===== src/rtl/aes_uart_pkg.sv =====
// Shared definitions for the UART AES bridges: block geometry, bridge states
// and the default link key.
package aes_uart_pkg;

  localparam int BLOCK_BYTES = 16;
  localparam int BLOCK_BITS  = 128;

  localparam logic [BLOCK_BITS-1:0] DEFAULT_KEY = 128'h5468617473206d79204b756e67204675;

  typedef enum logic [1:0] {
    COLLECT,
    START,
    WAIT,
    SEND
  } bridge_state_e;

endpackage


===== src/rtl/byte_serializer.sv =====
// Loads a 128-bit block and shifts it out MSB byte first over a valid/ready
// byte interface; done pulses on the handshake of the last byte.
module byte_serializer
  import aes_uart_pkg::*;
(
  input  logic                  clk,
  input  logic                  rst_n,
  input  logic                  load,
  input  logic [BLOCK_BITS-1:0] load_data,
  output logic [7:0]            tx_data,
  output logic                  tx_valid,
  input  logic                  tx_ready,
  output logic                  done
);

  logic [BLOCK_BITS-1:0] shreg_q, shreg_d;
  logic [3:0]            cnt_q, cnt_d;
  logic                  valid_q, valid_d;
  logic                  fire;

  assign fire     = valid_q && tx_ready;
  assign done     = fire && (cnt_q == 4'(BLOCK_BYTES - 1));
  assign tx_data  = shreg_q[BLOCK_BITS-1 -: 8];
  assign tx_valid = valid_q;

  always_comb begin
    shreg_d = shreg_q;
    cnt_d   = cnt_q;
    valid_d = valid_q;
    if (load) begin
      shreg_d = load_data;
      cnt_d   = 4'd0;
      valid_d = 1'b1;
    end else if (fire) begin
      // Shifting only on a handshake keeps tx_data frozen during back-pressure.
      shreg_d = {shreg_q[BLOCK_BITS-9:0], 8'h00};
      cnt_d   = cnt_q + 4'd1;
      if (done) begin
        valid_d = 1'b0;
      end
    end
  end

  always_ff @(posedge clk or negedge rst_n) begin
    if (!rst_n) begin
      shreg_q <= '0;
      cnt_q   <= 4'd0;
      valid_q <= 1'b0;
    end else begin
      shreg_q <= shreg_d;
      cnt_q   <= cnt_d;
      valid_q <= valid_d;
    end
  end

endmodule


===== src/rtl/uart_aes_decrypt_bridge.sv =====
// Collects 16 ciphertext bytes, runs them through the AES decryption core and
// streams the plaintext back out byte by byte.
module uart_aes_decrypt_bridge
  import aes_uart_pkg::*;
#(
  parameter logic [BLOCK_BITS-1:0] KEY            = DEFAULT_KEY,
  parameter int unsigned           TIMEOUT_CYCLES = 1_000_000
) (
  input  logic                  clk,
  input  logic                  rst_n,
  input  logic [7:0]            rx_data,
  input  logic                  rx_valid,
  output logic [BLOCK_BITS-1:0] dec_key,
  output logic [BLOCK_BITS-1:0] dec_ct,
  output logic                  dec_start,
  input  logic                  dec_done,
  input  logic [BLOCK_BITS-1:0] dec_pt,
  output logic [7:0]            tx_data,
  output logic                  tx_valid,
  input  logic                  tx_ready,
  output logic                  busy,
  output logic                  err_timeout,
  output logic                  err_overrun
);

  localparam int GAP_W = $clog2(TIMEOUT_CYCLES);
  // Timeout fires on the edge that would move the gap count to TIMEOUT_CYCLES-1.
  localparam logic [GAP_W-1:0] GAP_LAST = GAP_W'(TIMEOUT_CYCLES - 2);

  bridge_state_e         state_q, state_d;
  logic [BLOCK_BITS-1:0] in_buf_q, in_buf_d;
  logic [BLOCK_BITS-1:0] dec_ct_q, dec_ct_d;
  logic [3:0]            byte_cnt_q, byte_cnt_d;
  logic [GAP_W-1:0]      gap_q, gap_d;
  logic                  dec_start_q, dec_start_d;
  logic                  busy_q, busy_d;
  logic                  err_timeout_q, err_timeout_d;
  logic                  err_overrun_q, err_overrun_d;
  logic                  ser_load;
  logic                  ser_done;

  always_comb begin
    state_d       = state_q;
    in_buf_d      = in_buf_q;
    dec_ct_d      = dec_ct_q;
    byte_cnt_d    = byte_cnt_q;
    gap_d         = gap_q;
    err_timeout_d = 1'b0;
    err_overrun_d = 1'b0;
    ser_load      = 1'b0;

    case (state_q)
      COLLECT: begin
        if (rx_valid) begin
          in_buf_d   = {in_buf_q[BLOCK_BITS-9:0], rx_data};
          byte_cnt_d = byte_cnt_q + 4'd1;
          gap_d      = '0;
          if (byte_cnt_q == 4'(BLOCK_BYTES - 1)) begin
            dec_ct_d = in_buf_d;
            state_d  = START;
          end
        end else if (byte_cnt_q != 4'd0) begin
          if (gap_q == GAP_LAST) begin
            byte_cnt_d    = 4'd0;
            gap_d         = '0;
            err_timeout_d = 1'b1;
          end else begin
            gap_d = gap_q + GAP_W'(1);
          end
        end
      end
      START: state_d = WAIT;
      WAIT: begin
        if (dec_done) begin
          ser_load = 1'b1;
          state_d  = SEND;
        end
      end
      SEND: begin
        if (ser_done) begin
          state_d = COLLECT;
        end
      end
      default: state_d = COLLECT;
    endcase

    if (rx_valid && (state_q != COLLECT)) begin
      err_overrun_d = 1'b1;
    end

    dec_start_d = (state_d == START);
    busy_d      = (state_d != COLLECT);
  end

  always_ff @(posedge clk or negedge rst_n) begin
    if (!rst_n) begin
      state_q       <= COLLECT;
      in_buf_q      <= '0;
      dec_ct_q      <= '0;
      byte_cnt_q    <= 4'd0;
      gap_q         <= '0;
      dec_start_q   <= 1'b0;
      busy_q        <= 1'b0;
      err_timeout_q <= 1'b0;
      err_overrun_q <= 1'b0;
    end else begin
      state_q       <= state_d;
      in_buf_q      <= in_buf_d;
      dec_ct_q      <= dec_ct_d;
      byte_cnt_q    <= byte_cnt_d;
      gap_q         <= gap_d;
      dec_start_q   <= dec_start_d;
      busy_q        <= busy_d;
      err_timeout_q <= err_timeout_d;
      err_overrun_q <= err_overrun_d;
    end
  end

  byte_serializer u_serializer (
    .clk       (clk),
    .rst_n     (rst_n),
    .load      (ser_load),
    .load_data (dec_pt),
    .tx_data   (tx_data),
    .tx_valid  (tx_valid),
    .tx_ready  (tx_ready),
    .done      (ser_done)
  );

  assign dec_key     = KEY;
  assign dec_ct      = dec_ct_q;
  assign dec_start   = dec_start_q;
  assign busy        = busy_q;
  assign err_timeout = err_timeout_q;
  assign err_overrun = err_overrun_q;

endmodule

===== config.mk =====
export PLATFORM = sky130hd
export DESIGN_NAME = uart_aes_decrypt_bridge
export DESIGN_NICKNAME = d
export VERILOG_FILES = /design/src/rtl/aes_uart_pkg.sv /design/src/rtl/byte_serializer.sv /design/src/rtl/uart_aes_decrypt_bridge.sv
export SDC_FILE = /design/constraint.sdc
export NUM_CORES = 1
export LEC_CHECK = 0
export ABC_CLOCK_PERIOD_IN_PS = 1800
export BUFFER_PORTS_ARGS = -buffer_cell sky130_fd_sc_hd__buf_2
export CAP_MARGIN = 20
export CORE_MARGIN = 2
export CORE_UTILIZATION = 35
export DETAILED_ROUTE_END_ITERATION = 16
export GPL_TIMING_DRIVEN = 0
export HOLD_SLACK_MARGIN = 0.03
export PLACE_DENSITY = 0.68
export SKIP_LAST_GASP = 1
export SYNTH_ARGS = -nofsm -noshare
export SYNTH_HDL_FRONTEND = slang
export SYNTH_SLANG_ARGS = --single-unit

===== constraint.sdc =====
create_clock -name clk -period 1.8 [get_ports clk]
set_input_delay 0 -clock clk [delete_from_list [all_inputs] [get_ports clk]]
set_output_delay 0 -clock clk [all_outputs]
set_load 0.1 [all_outputs]

==> results of run 1 <==
==> flip-flops by register name, indices dropped and copies added (netlist names) <==
register,flops
dec_ct,128
u_serializer.shreg_q,128
in_buf_q,120
gap_q,20
byte_cnt_q,4
u_serializer.cnt_q,4
state_q,2
busy,1
dec_start,1
err_overrun,1
err_timeout,1
u_serializer.tx_valid,1
==> cell type report <==
cell class | count | area share, %
inverter | 8 | 0.1248
sequential | 411 | 42.77
buffer | 237 | 6.698
timing repair buffer | 452 | 13.16
tap | 672 | 3.494
clock buffer | 60 | 5.460
clock inverter | 19 | 0.7904
multi-input combinational | 1271 | 27.51
==> layer usage <==
layer,GRT usage (%),vias up,routed length [um]
met2,32.75,549,25030
met4,6.960,2,1814
met3,5.676,113,4300
li1,-,6873,-
met5,0,-,13
met1,23.33,7140,20310
==> metrics by stage <==
stage | setup WS, ns | cell area (um^2) | power (uW) | setup TNS [ns] | std cells
6_report | -0.1586 | 24060 | 26300 | -1.593 | 3130
5_1_grt | -0.2145 | 24060 | 27470 | -6.765 | 3130
4_1_cts | -0.1366 | 23820 | 26410 | -1.482 | 3121
3_5_place_dp | -0.7395 | 20550 | 16660 | -141.56 | 2883
3_3_place_gp | -8.619 | 20430 | 16490 | -3100.37 | 2879
2_1_floorplan | 0.003392 | 18190 | 15360 | 0 | 1926
==> logic make-up (layout without fill, tap and decap cells) <==
family                     after synthesis  after routing  share of synthesized area [%]
muxes                                  128            128                          8.140
DFF                                    411            411                          58.08
and+or+nand+nor                        838            839                          18.80
xor gates and xnor gates                11             11                         0.5441
AOI/OAI and AO/OA                      159            160                          5.639
buffers and inverters                  246            776                          8.395
other                                    2            128                        0.04241
adders and majority gates                5              5                         0.3533
==> power by group through the flow <==
stage                     Clock, uW  Combinational [uW]  Sequential [uW]
after CTS                      9590                5620            11200
after floorplan                   0                4170            11200
after global placement            0                5160            11300
after detailed placement          0                5290            11400
after global routing           9930                6190            11300
final                          9310                5740            11300
==> path summary, 6_finish.rpt <==
check                         startpoint                       end  slack [ns]  depth (start not counted)
setup / recovery               gap_q[12]                 gap_q[17]       -0.16                          5
hold / removal                  tx_ready  u_serializer.shreg_q[12]         0.1                          5
setup reg to reg               gap_q[12]                 gap_q[17]       -0.16                          5
hold reg to reg            in_buf_q[113]             in_buf_q[113]        0.47                          2
max in group asynchronous          rst_n                  gap_q[1]        0.25                          5
min in group asynchronous          rst_n  u_serializer.shreg_q[74]        0.53                          4
==> critical path, stage by stage (launching register included) <==
cell and delay (ns):
dfrtp_2 0.40, or4_4 0.53, nor3_4 0.29, a21oi_4 0.13
and3_1 0.19, a221o_1 0.27
==> what timing repair did <==
action | 4_1_cts | 5_1_grt
setup endpoints to repair | 362 | 253
buffers inserted | 14 | 9
pin swaps | 12 | 17
resized for setup | 62 | 98
gates cloned | 2 | 0
hold endpoints to repair | 387 | 8
hold buffers | 143 | 1
==> placed cells by master (no fill, tap or decap), types with 5 or more instances in the layout <==
| cell type | instances |
|---|---|
| a31oi_1 | 127 |
| buf_1 | 5 |
| buf_2 | 291 |
| buf_4 | 156 |
| buf_6 | 14 |
| clkbuf_1 | 30 |
| clkbuf_16 | 46 |
| clkbuf_2 | 37 |
| clkbuf_4 | 6 |
| clkbuf_8 | 11 |
| clkinv_2 | 10 |
| conb_1 | 128 |
| dfrtp_1 | 408 |
| dlygate4sd3_1 | 143 |
| inv_1 | 6 |
| mux2_2 | 128 |
| nand2_1 | 639 |
| nand3_1 | 16 |
| nand4_1 | 9 |
| nor2_1 | 138 |
| xor2_1 | 8 |
==> impl_metrics.yaml, run 1 <==
route:
  num_vias: 14680
  antenna_left: 0
  drtIter0Drc: 921
  dr.pass1.iters: 5
  routed_via_density: 4.689
  wl_per_cell_um: 16.44
  drc_errors: 0
  drt-total-wl_um: 51460
yosys:
  synth_cells: 1800
  ys_ff_latch: 411
  synth.most_common_cell: "nand2_1"
  yosys-top-cells-area: "dfrtp_1 (58%), nand2_1 (14%), mux2_2 (8.1%)"
  synth-edff-count: 0
  synth_area_um2: 17710
  synth_cell_type_count: 46
  yosys.area.top_type: "dfrtp_1"
  ys_top_cells_by_count: "nand2_1 (641), dfrtp_1 (411), buf_4 (146)"
  yosysSeqAreaShare_pct: 58.08
  synthFlopType: "dfrtp_1"
  synth_top_cell_area_share_pct: 58.08
  yosysWarnings: 0
  avgSynthCellArea_um2: 9.837
  async_reset_ff_share_pct: 100.0
sta:
  hold_viol_final: 0
  finalSetupViolCount: 23
  fin_skew_ns: 0.02060
  holdWs_ns: 0.09658
  report.final.slew_viol_count: 0
  fin_crit_ns: 1.959
  finalCritPeriodShare_pct: 108.8
  finalWorstSetupSlack_ns: -0.1586
  fmax_ghz: 0.5106
  grt_setup_unrepaired: "true"
  worstMarginPinSlew_ns: 0.5818
  relSlewSlack_pct: 61.48
placed_design:
  place.gp.congestion: 0.9061
  place_hpwl_um: 34880
  io_buffers: 281
critical_path:
  cp.arrival_ns: 2.40
  worst_setup_path_end_kind: "register"
  crit_required_ns: 2.24
  crit_type: "register to register"
  cp-start-kind: "register"
  crit_path_max_fanout: 6
cells_and_area:
  multi_input_area_um2: 6619
  utilization_pct: 48.06
  syn2layout_area_growth_pct: 35.89
  drive_gt1_share_pct: 31.08
  nFillCells: 4537
  seq_area_um2: 10290
  antenna_cells: 0
  num-nets-final: 2573
pwr:
  cellPowerDensity_nw_per_um2: 1093
  ir_drop_mv: 0.9384
  p_leak_uw: 0.01277
  power_frac_comb_pct: 21.8
  p_sw_uw: 8622
  intPower_uw: 17680
  seq_power_share_pct: 42.8
  clockPowerShare_pct: 35.4
  p_sw_share_pct: 32.79
job:
  drv_cap: 0
global_route:
  grt.total_usage_pct: 19.32
  grt_pass1_wl_um: 81410
  antenna_found_initial: 1
  grt_max_degree: 104
  grt_pass1_vias: 15170
  grt_overflow_total: 0
floorplan:
  die_h_um: 228.9
  dieArea_um2: 52410
  start_util_pct: 35.37
  coreArea_um2: 50070
  die_w_um: 228.9
  num_rows: 82
  pin_count: 410
cts:
  root_buffer: "clkbuf_16"
  cts_max_path_buffers: 3
  clock_latency_ns: 0.58
  cts.sink_count: 411
  cts-buffers-inserted: 46
  htreeDepth: 2
  cts_tree: "done"
  clk_pin_slew_ns: 0.06
worst_hold_path:
  hold_path_class: "primary input to register"
outcome:
  status: "finished with violations"
  violations: "negative setup slack"
No activity file was read; power rests on OpenSTA's default activity.
==> run 2, diff against run 1 <==
Settings changed: SKIP_CTS_REPAIR_TIMING set to 1.
==> impl_metrics.yaml, run 2 (synthesized netlist as in run 1, its figures left out) <==
route:
  drc_errors: 0
  wl_per_cell_um: 16.40
  drt-total-wl_um: 51320
  dr.pass1.iters: 5
  num_vias: 14740
  routed_via_density: 4.709
  drtIter0Drc: 982
  antenna_left: 0
critical_path:
  r2r_setup_slack_ns: -0.21
  slowest_delay_ns: 0.54
  path_cells: "or4_4, nor3_4, a21oi_4, and3_1, a221o_1"
  critPathSlowestCell: "or4_4"
  crit_required_ns: 2.24
  crit_path_max_fanout: 6
  cp_top_family: "simple AND/OR/NAND/NOR gates"
  cp-start-kind: "register"
  crit_type: "register to register"
  path_buf_inv: 0
  cp.arrival_ns: 2.45
  worst_setup_path_end_kind: "register"
sta:
  fin_crit_ns: 2.011
  worstMarginPinSlew_ns: 0.5838
  grt_setup_unrepaired: "true"
  fin_skew_ns: 0.02226
  report.final.slew_viol_count: 0
  hold_viol_final: 0
  finalSetupViolCount: 67
  fmax_ghz: 0.4972
  relSlewSlack_pct: 61.08
  finalWorstSetupSlack_ns: -0.2114
  finalCritPeriodShare_pct: 111.7
placed_design:
  place_hpwl_um: 34880
  place.gp.congestion: 0.9061
  io_buffers: 281
  placedCellCount: 2883
  dpl_cell_area_um2: 20550
cells_and_area:
  final_cell_mix: "nand2_1 (638), dfrtp_1 (409), buf_2 (285), buf_4 (158), dlygate4sd3_1 (142)"
  syn2layout_area_growth_pct: 35.61
  nFillCells: 4570
  num-nets-final: 2571
  drive_gt1_share_pct: 30.58
  final_cells: 3129
  utilization_pct: 47.96
  final_common_cell: "nand2_1"
  final_cell_area_um2: 24010
global_route:
  grt.total_usage_pct: 17.92
  grt_pass1_vias: 14020
  grt_max_degree: 104
  grt_pass1_wl_um: 75170
  grt_overflow_total: 0
  antenna_found_initial: 2
floorplan:
  dieArea_um2: 52410
  pin_count: 410
  die_h_um: 228.9
  die_w_um: 228.9
  num_rows: 82
  start_util_pct: 35.37
  coreArea_um2: 50070
cts:
  root_buffer: "clkbuf_16"
  htreeDepth: 2
  clock_latency_ns: 0.58
  cts_tree: "done"
  cts.sink_count: 411
  clk_pin_slew_ns: 0.06
  cts-buffers-inserted: 46
  cts_max_path_buffers: 3
job:
  drv_cap: 0
worst_hold_path:
  hold_path_class: "primary input to register"
outcome:
  status: "finished with violations"
  violations: "negative setup slack"
pwr:
  ir_drop_mv: 0.9365
  cellPowerDensity_nw_per_um2: 1096
  p_leak_uw: 0.01278
-- run 2: changes by cell type in the layout (fill, tap and decap cells not counted), moves of 3 or more --
cell,before,now
buf_2,291,285
o21ai_0,2,7
buf_6,14,10
clkbuf_2,37,41
a21oi_1,4,7
a21oi_2,4,1
o21ai_2,4,1
-- run 2: path summary, 6_finish.rpt --
kind                                    start  cells after the start                       end
worst max register to register      gap_q[12]                      5                 gap_q[17]
min in group asynchronous               rst_n                      4  u_serializer.shreg_q[74]
worst max-delay path                gap_q[12]                      5                 gap_q[17]
max in group asynchronous               rst_n                      5                 gap_q[15]
worst min-delay path                 tx_ready                      5  u_serializer.shreg_q[12]
worst min register to register  in_buf_q[114]                      2             in_buf_q[114]
-- run 2: power by group --
group	switching (uW)	internal [uW]	total, uW
Clock	3890	5440	9330
Combinational	3980	1750	5730
Sequential	790	10500	11300
-- run 2: layer usage --
| layer | share of wire, % | global-route usage, % | routed length, um | up-vias |
|---|---|---|---|---|
| met5 | 0.025 | 0 | 13 | - |
| met4 | 3.4 | 6.412 | 1727 | 2 |
| met3 | 8.4 | 5.152 | 4334 | 125 |
| met2 | 49 | 29.61 | 24940 | 568 |
| met1 | 40 | 22.40 | 20310 | 7172 |
| li1 | - | - | - | 6868 |
-- run 2: stage by stage --
step	power, uW	TNS [ns]	hold slack [ns]	setup WS [ns]
after floorplan	15360	0	-0.2956	0.003392
after global placement	16490	-3100.37	0.2006	-8.619
after detailed placement	16660	-141.56	-0.1240	-0.7395
after CTS	26120	-144.62	-0.7507	-0.7744
after global routing	27470	-14.22	0.1525	-0.2593
final	26330	-3.074	0.1029	-0.2114
-- run 2: cell type report --
type / instances / area (um^2) / share of cell area [%]
sequential: 411 / 10290 / 42.85
antenna: 1 / 2.502 / 0.01042
clock buffer: 60 / 1314 / 5.471
buffer: 238 / 1637 / 6.816
timing repair buffer: 450 / 3168 / 13.19
multi-input combinational: 1270 / 6540 / 27.24
inverter: 8 / 30.03 / 0.1251
tap: 672 / 840.8 / 3.502
clock inverter: 19 / 190.2 / 0.7920
-- run 2: worst reg2reg max path: cells and delay by family (launching register included) --
kind	cells	cell delay (ns)
AOI/OAI and AO/OA	2	0.39
DFF	1	0.42
and+or+nand+nor	3	1.07
==> run 3, diff against run 2 <==
Settings changed: SYNTH_HIERARCHICAL set to 1, TNS_END_PERCENT set to 30.
==> impl_metrics.yaml, run 3 <==
cells_and_area:
  final_cell_mix: "nand2_1 (904), dfrtp_1 (410), buf_2 (308), buf_4 (145), dlygate4sd3_1 (143)"
  utilization_pct: 47.19
  num-nets-final: 2692
  final_common_cell: "nand2_1"
  syn2layout_area_growth_pct: 32.72
  drive_gt1_share_pct: 22.15
cts:
  root_buffer: "clkbuf_16"
  cts_max_path_buffers: 3
  clock_latency_ns: 0.58
  cts-buffers-inserted: 45
  htreeDepth: 2
  clk_pin_slew_ns: 0.06
  cts.sink_count: 411
  cts_tree: "done"
sta:
  relSlewSlack_pct: 55.41
  finalSetupViolCount: 338
  finalCritPeriodShare_pct: 120.6
  fin_crit_ns: 2.172
  worstMarginPinSlew_ns: 0.6652
  fmax_ghz: 0.4605
  grt_setup_unrepaired: "true"
  tns_ns: -49.01
  fin_skew_ns: 0.02575
  finalWorstSetupSlack_ns: -0.3716
  holdWs_ns: -0.06531
  hold_viol_final: 49
  report.final.slew_viol_count: 0
yosys:
  synthMuxAreaShare_pct: 6.705
  yosysWarnings: 6
  synth-edff-count: 0
  synthFlopType: "dfrtp_1"
  yosys-top-cells-area: "dfrtp_1 (57%), nand2_1 (19%), mux2i_1 (6.7%)"
  synth.most_common_cell: "nand2_1"
  synth_fa_ha_area_share_pct: 0.3492
  ys_top_cells_by_count: "nand2_1 (905), dfrtp_1 (411), buf_4 (144)"
  ys_ff_latch: 411
  synth_top_family_by_area: "simple AND/OR/NAND/NOR gates"
  synth_top_cell_area_share_pct: 57.41
  synth_compound_area_share_pct: 5.476
  avgSynthCellArea_um2: 9.205
  yosys.area.top_type: "dfrtp_1"
  synth-simple-area-share_pct: 21.36
  async_reset_ff_share_pct: 100.0
  synth_area_um2: 17910
  synth_cells: 1946
  synth_xor_area_share_pct: 0.09779
  yosysSeqAreaShare_pct: 57.41
  synth_cell_type_count: 47
route:
  drt-total-wl_um: 51340
  drc_errors: 0
  antenna_left: 0
  drtIter0Drc: 1190
  routed_via_density: 4.607
  dr.pass1.iters: 5
  wl_per_cell_um: 15.77
  num_vias: 15000
floorplan:
  coreArea_um2: 50380
  pin_count: 410
  start_util_pct: 35.56
  die_w_um: 230.2
  dieArea_um2: 53010
  num_rows: 82
  die_h_um: 230.2
placed_design:
  io_buffers: 280
  post-place-ws_ns: -0.6687
  place.gp.congestion: 0.8916
  place_hpwl_um: 35480
global_route:
  busiest_layer: "met2"
  gr-usage-met1_pct: 23.61
  grt_pass1_vias: 14320
  grt_max_degree: 126
  antenna_found_initial: 2
  grt_pass1_wl_um: 76270
  gr-usage-met2_pct: 29.67
  gr-usage-met3_pct: 4.005
  grt.total_usage_pct: 17.89
  grt_overflow_total: 0
pwr:
  ir_drop_mv: 0.6216
  p_leak_uw: 0.01366
  cellPowerDensity_nw_per_um2: 870.6
outcome:
  violations: "negative hold slack, negative setup slack"
  status: "finished with violations"
critical_path:
  crit_path_max_fanout: 10
  crit_type: "register to register"
  cp.arrival_ns: 2.64
  worst_setup_path_end_kind: "register"
  crit_required_ns: 2.27
  cp-start-kind: "register"
job:
  drv_cap: 0
worst_hold_path:
  hold_path_class: "primary input to asynchronous set/reset pin"
## run 3: changes by cell type after synthesis, moves of 5 or more
cell	previous run	this run
buf_1	8	3
buf_2	12	31
clkbuf_1	72	61
nand2_1	641	905
or3_1	0	7
mux2_2	128	0
mux2i_1	0	120
o21ai_0	8	138
nand3_1	18	28
xor2_1	8	2
a31oi_1	129	1
nor2_1	141	15
## run 3: metal layers
layer	part of all wire (%)	up-vias
li1	-	7161
met1	43	7256
met2	49	486
met3	6.8	94
met4	2.1	4
met5	0.053	-
## run 3: worst paths after layout
path	from	to	slack, ns	cells after the start
setup / recovery	state_q[0]	u_serializer/shreg_q[59]	-0.37	8
hold / removal	rst_n	u_serializer/shreg_q[66]	-0.07	2
setup reg to reg	state_q[0]	u_serializer/shreg_q[59]	-0.37	8
hold reg to reg	in_buf_q[119]	dec_ct[127]	0.46	2
max in group asynchronous	rst_n	dec_ct[47]	0.34	4
min in group clk	dec_pt[30]	u_serializer/shreg_q[30]	0.18	4
## run 3: cells by family after synthesis
kind of cell,count (synthesis)
multiplexers,120
XOR/XNOR,2
adder cells (fa/ha/maj),5
AO/OA/AOI/OAI,173
flip-flops,411
AND/OR/NAND/NOR,983
buffers and inverters,250
other,2
## run 3: layout make-up
type	instances	area [um^2]
antenna	2	5.005
buffer	241	1579
clock buffer	64	1289
clock inverter	19	209.0
fill	4678	26600
inverter	9	33.78
multi-input combinational	1411	6596
sequential	411	10290
tap	672	840.8
timing repair buffer	427	2933
## run 3: through the flow
stage	power [uW]	area, um^2	std cells
after detailed placement	11300	20740	3027
after floorplan	10890	18400	2072
after CTS	20650	22240	3110
after global routing	21460	23770	3254
final	20700	23770	3256
after global placement	11270	20650	3024
## run 3: worst max-delay path, cell delays in order (launching register included)
cell      delay, ns
dfrtp_1        0.45
nand3b_1       0.21
inv_1          0.08
buf_2          0.25
buf_4          0.24
clkbuf_4       0.28
clkbuf_2       0.29
nand2_1        0.16
o21ai_0        0.12
## run 3: where the power goes
group	internal [uW]	switching, uW	leakage (uW)
clock	5460	3830	0.000737
sequential	9260	31.2	0.00566
combinational	551	1560	0.00726
total	15300	5420	0.0137
